`src/rtl/texture_sprite_render.sv`:
```
// Scaled 16x16 texture sprite over a raster stream; 3-cycle pixel pipeline around a 1-cycle pROM.
// Define SPRITE_BOUNCE_EN to make the sprite bounce around the active area once per frame.
module texture_sprite_render #(
  parameter int          H_ACT       = 1280,
  parameter int          V_ACT       = 720,
  parameter int          SPRITE_X    = 100,
  parameter int          SPRITE_Y    = 100,
  parameter int          SCALE_SHIFT = 2,
  parameter int          SPEED       = 2,
  parameter logic [23:0] BG_COLOR    = 24'h000000
) (
  input  logic        clk,
  input  logic        rst_n,
  input  logic        in_hs,
  input  logic        in_vs,
  input  logic        in_de,
  input  logic [11:0] in_x,
  input  logic [11:0] in_y,
  output logic [7:0]  rom_ad,
  output logic        rom_ce,
  output logic        rom_oce,
  output logic        rom_reset,
  input  logic [23:0] rom_dout,
  output logic        out_hs,
  output logic        out_vs,
  output logic        out_de,
  output logic [23:0] out_rgb
);

  localparam int          S   = 16 << SCALE_SHIFT;
  localparam logic [11:0] S12 = 12'(S);

  generate
    if (SCALE_SHIFT < 0 || SCALE_SHIFT > 3 || S > H_ACT || S > V_ACT || SPEED < 0) begin : g_bad_cfg
      $error("texture_sprite_render: sprite does not fit the active area or bad scale/speed");
    end
  endgenerate

  assign rom_reset = ~rst_n;
  assign rom_ce    = rst_n;
  assign rom_oce   = rst_n;

  logic [11:0] w_pos_x;
  logic [11:0] w_pos_y;

`ifdef SPRITE_BOUNCE_EN
  localparam logic [12:0] LIM_X = 13'(H_ACT - S);
  localparam logic [12:0] LIM_Y = 13'(V_ACT - S);
  localparam logic [12:0] SPD   = 13'(SPEED);

  logic [11:0] r_pos_x;
  logic [11:0] r_pos_y;
  logic        r_dir_x;
  logic        r_dir_y;
  logic        r_vs_d;

  // Returns {dir, pos}; dir=1 means moving toward larger coordinates. Reaching an
  // edge flips direction in the same update so the next frame already moves away.
  function automatic logic [12:0] next_axis(input logic [11:0] p, input logic d,
                                             input logic [12:0] lim);
    logic [12:0] nx;
    logic [12:0] res;
    res = {d, p};
    if (d) begin
      nx = {1'b0, p} + SPD;
      if (nx >= lim) res = {1'b0, lim[11:0]};
      else           res = {1'b1, nx[11:0]};
    end else begin
      if ({1'b0, p} <= SPD) res = {1'b1, 12'd0};
      else                  res = {1'b0, p - SPD[11:0]};
    end
    return res;
  endfunction

  always_ff @(posedge clk) begin
    if (!rst_n) begin
      r_pos_x <= 12'(SPRITE_X);
      r_pos_y <= 12'(SPRITE_Y);
      r_dir_x <= 1'b1;
      r_dir_y <= 1'b1;
      r_vs_d  <= 1'b0;
    end else begin
      r_vs_d <= in_vs;
      if (in_vs && !r_vs_d) begin
        {r_dir_x, r_pos_x} <= next_axis(r_pos_x, r_dir_x, LIM_X);
        {r_dir_y, r_pos_y} <= next_axis(r_pos_y, r_dir_y, LIM_Y);
      end
    end
  end

  assign w_pos_x = r_pos_x;
  assign w_pos_y = r_pos_y;
`else
  assign w_pos_x = 12'(SPRITE_X);
  assign w_pos_y = 12'(SPRITE_Y);
`endif

  // Unsigned offsets: coordinates left of / above the sprite wrap large and miss.
  logic [11:0] w_dx;
  logic [11:0] w_dy;
  logic        w_hit;
  logic [3:0]  w_col;
  logic [3:0]  w_row;

  assign w_dx  = in_x - w_pos_x;
  assign w_dy  = in_y - w_pos_y;
  assign w_hit = in_de && (w_dx < S12) && (w_dy < S12);
  assign w_col = 4'(w_dx >> SCALE_SHIFT);
  assign w_row = 4'(w_dy >> SCALE_SHIFT);

  logic [7:0]  r_rom_ad;
  logic        r_hit1, r_hs1, r_vs1, r_de1;
  logic        r_hit2, r_hs2, r_vs2, r_de2;
  logic        r_out_hs, r_out_vs, r_out_de;
  logic [23:0] r_out_rgb;

  always_ff @(posedge clk) begin
    if (!rst_n) begin
      r_rom_ad  <= 8'd0;
      r_hit1    <= 1'b0;
      r_hs1     <= 1'b0;
      r_vs1     <= 1'b0;
      r_de1     <= 1'b0;
      r_hit2    <= 1'b0;
      r_hs2     <= 1'b0;
      r_vs2     <= 1'b0;
      r_de2     <= 1'b0;
      r_out_hs  <= 1'b0;
      r_out_vs  <= 1'b0;
      r_out_de  <= 1'b0;
      r_out_rgb <= 24'd0;
    end else begin
      // Address only moves on hits so the pROM address bus stays quiet elsewhere.
      if (w_hit) r_rom_ad <= {w_row, w_col};
      r_hit1 <= w_hit;
      r_hs1  <= in_hs;
      r_vs1  <= in_vs;
      r_de1  <= in_de;

      r_hit2 <= r_hit1;
      r_hs2  <= r_hs1;
      r_vs2  <= r_vs1;
      r_de2  <= r_de1;

      r_out_hs  <= r_hs2;
      r_out_vs  <= r_vs2;
      r_out_de  <= r_de2;
      r_out_rgb <= (r_hit2 && r_de2) ? rom_dout : (r_de2 ? BG_COLOR : 24'd0);
    end
  end

  assign rom_ad  = r_rom_ad;
  assign out_hs  = r_out_hs;
  assign out_vs  = r_out_vs;
  assign out_de  = r_out_de;
  assign out_rgb = r_out_rgb;

endmodule

```
`config.mk`:
```
export PLATFORM = sky130hd
export DESIGN_NAME = texture_sprite_render
export DESIGN_NICKNAME = d
export VERILOG_FILES = /design/src/rtl/texture_sprite_render.sv
export SDC_FILE = /design/constraint.sdc
export NUM_CORES = 1
export LEC_CHECK = 0
export ABC_AREA = 1
export BUFFER_PORTS_ARGS = -buffer_cell sky130_fd_sc_hd__buf_2
export CORE_ASPECT_RATIO = 1.4
export CORE_UTILIZATION = 49
export CTS_BUF_LIST = sky130_fd_sc_hd__clkbuf_8
export CTS_CLUSTER_SIZE = 12
export DETAILED_ROUTE_END_ITERATION = 8
export PLACE_DENSITY_LB_ADDON = 0.05
export SLEW_MARGIN = 20
export SYNTH_ARGS = -nofsm -noshare
export SYNTH_HDL_FRONTEND = slang
export SYNTH_SLANG_ARGS = --single-unit
```
`constraint.sdc`:
```
create_clock -name clk -period 2.4 [get_ports clk]
set_clock_uncertainty 0.2 [all_clocks]
set_input_delay 0.48 -clock clk [delete_from_list [all_inputs] [get_ports clk]]
set_output_delay 0.48 -clock clk [all_outputs]
set_load 0.02 [all_outputs]
```
==> impl_metrics.tcl <==
set metrics [dict create \
    nets 353 \
    rows 24 \
    wl_mm 3.13 \
    worst_slack_ps 556 \
    required_ps 2390 \
    outcome "finished, final reports clean" \
    tritoncts "yes" \
    diodes 0 \
    clock_latency_ps 290 \
    clk_pin_slew_ps 80 \
    cts-buffers-inserted 5 \
    ys_seq_area_share_pct 53.0 \
    cts_hold_buf 0 \
    io_buffer_count 86 \
    cts_resized 0 \
    fp.dieW_microns 50.7 \
    hold_viol_final 0 \
    fin_crit_sh_pct 76.8 \
    initial_core_util_pct 52.0 \
    syn_to_final_growth_pct 32.2 \
    holdWs_ps 172 \
    synth_cells 211 \
    totalPowerFinal_mw 1.27 \
    drive_above_1_share_pct 37.1 \
    post_cts_buffers 0 \
    crit_chain "buf_2 > inv_1 > ha_1 > inv_1 > nor2_2 > nor2_1 > nor2_2 > nand3_1 > nor2_2 > nand3_1 > nand2_1 > nor2_1" \
    overflow 0 \
    synth_area_per_cell_sq_um 7.70 \
    wire_per_inst_microns 9.27 \
    cp_slowest_stage_delay_ps 350 \
    grt_setup_unrepaired "no" \
    die_h_microns 70.1 \
    dpl.hpwl_mm 2.46 \
    cpMaxStageDelayCell "nor2_2" \
    p_leak_nw 1.31 \
    path_max_fanout 11 \
    htreeDepth 2 \
    path_class "in2reg" \
    grt_usage_pct 19.0 \
    cp-start-kind "primary input" \
    via_per_inst 4.33 \
    core_sq_um 3120 \
    min_period_ps 1840 \
    critPathArrivalTime_ps 1830 \
    ant_nets 0 \
    maxSlewViolCount 0 \
    hold_path.class "in2reg" \
    setup_tns_ps 0 \
    syn_nets 266 \
    pre_cts_ws_ps 252 \
    place.gp.congestion 0.763 \
    power.density_nw_per_um2 591 \
    place_area_sq_um 2060 \
    num_vias 1465 \
    first_iter_violations 16 \
    path_buf_inv 3 \
    grt_pass1_vias 1305 \
    maxCapViolations 0 \
    yosys_warnings 0 \
    clockRootBuffer "clkbuf_8" \
    io_pins 91 \
    final_area_sq_um 2150 \
    synth_area_sq_um 1620 \
    die-area_sq_um 3550 \
    path_common_cell "nor2_2" \
    peakVddDrop_mv 0.442 \
    clock_sinks 43 \
    cp_top_family "simple AND/OR/NAND/NOR gates" \
    cts_max_path_buffers 2 \
    antenna_found_initial 0 \
    grt_max_degree 19 \
    synth_seq_cells 43 \
    dp_cells 330 \
    setup_viol 0 \
    largest_register_ffs 24 \
    ys_types 20 \
    fmax_mhz 542 \
    max_slew_margin_pct 70.0 \
    grt_pass1_wl_mm 5.08 \
    tightest_slew_ps 450 \
    endpoint_kind "register" \
    drc 0 \
    final_util_pct 68.8 \
    stdcell_count 338 \
    drt_first_pass_iters 4 \
]
-- where the power goes --
part,internal (mW),leakage [nW],switching (mW)
Sequential,0.719,0.348,0.00135
Clock,0.199,0.0453,0.229
Combinational,0.0544,0.920,0.0661
Total,0.972,1.31,0.297
-- worst min-delay path: cells and delay by family --
family,cells,cell delay (ps)
buffers and inverters,2,120
and+or+nand+nor,1,40
-- cells by family after synthesis --
family,after synthesis,share of synthesized area [%]
fa+ha+maj,2,1.54
simple gates,98,26.3
xor+xnor,3,1.62
buf+inv,56,14.6
flops,43,53.0
compound gates,9,3.00
-- synthesized netlist by cell type --
cell type  count  area, sq um
nand3b_1       1         7.51
nand3_1       13         65.1
ha_1           2         25.0
xnor2_1        3         26.3
nand3_2        1         10.0
nand2_2        4         25.0
a21oi_2        1         8.76
dfxtp_1       43          861
buf_2          3         15.0
nor2_2         8         50.1
buf_6          2         22.5
buf_1          1         3.75
nor2_1        39          146
nand2_1       31          116
buf_4          2         15.0
inv_1         46          173
a21oi_1        7         35.0
o21ai_0        1         5.00
inv_2          2         7.51
or2_1          1         6.26
-- routing by layer --
metal	global-route usage (%)	wire length, microns	part of all wire [%]	vias to the layer above
met2	35.1	1580	50	59
met3	5.66	262	8.4	6
met1	18.1	1230	39	621
li1	-	-	-	779
met5	0	0	0	-
met4	9.88	63	2.0	0
-- layout make-up --
cell class	count	area (sq um)
Fill cell	293	976
Multi-Input combinational cell	112	527
Timing Repair Buffer	88	445
Inverter	48	180
Tap cell	39	48.8
Clock buffer	5	68.8
Sequential cell	43	861
Clock inverter	3	16.3
-- worst paths after layout --
| path | startpoint | to | slack (ps) | cells after the start |
|---|---|---|---|---|
| worst max-delay path | in_x[2] | rom_ad[1] | 560 | 12 |
| worst min-delay path | in_vs | r_vs1 | 170 | 3 |
| worst max register to register | r_de2 | out_rgb[7] | 1100 | 5 |
| worst min register to register | r_hit1 | r_hit2 | 220 | 2 |
-- placed cells by master (no fill, tap or decap) --
cell type	count
buf_2	86
inv_1	47
dfxtp_1	43
nor2_1	39
nand2_1	31
nand3_1	13
nor2_2	8
a21oi_1	7
clkbuf_8	5
nand2_2	4
xnor2_1	3
inv_2	2
ha_1	2
buf_4	2
o21ai_0	1
nand3b_1	1
or2_1	1
nand3_2	1
a21oi_2	1
clkinvlp_4	1
clkinv_2	1
(Power assumes the default switching activity.)
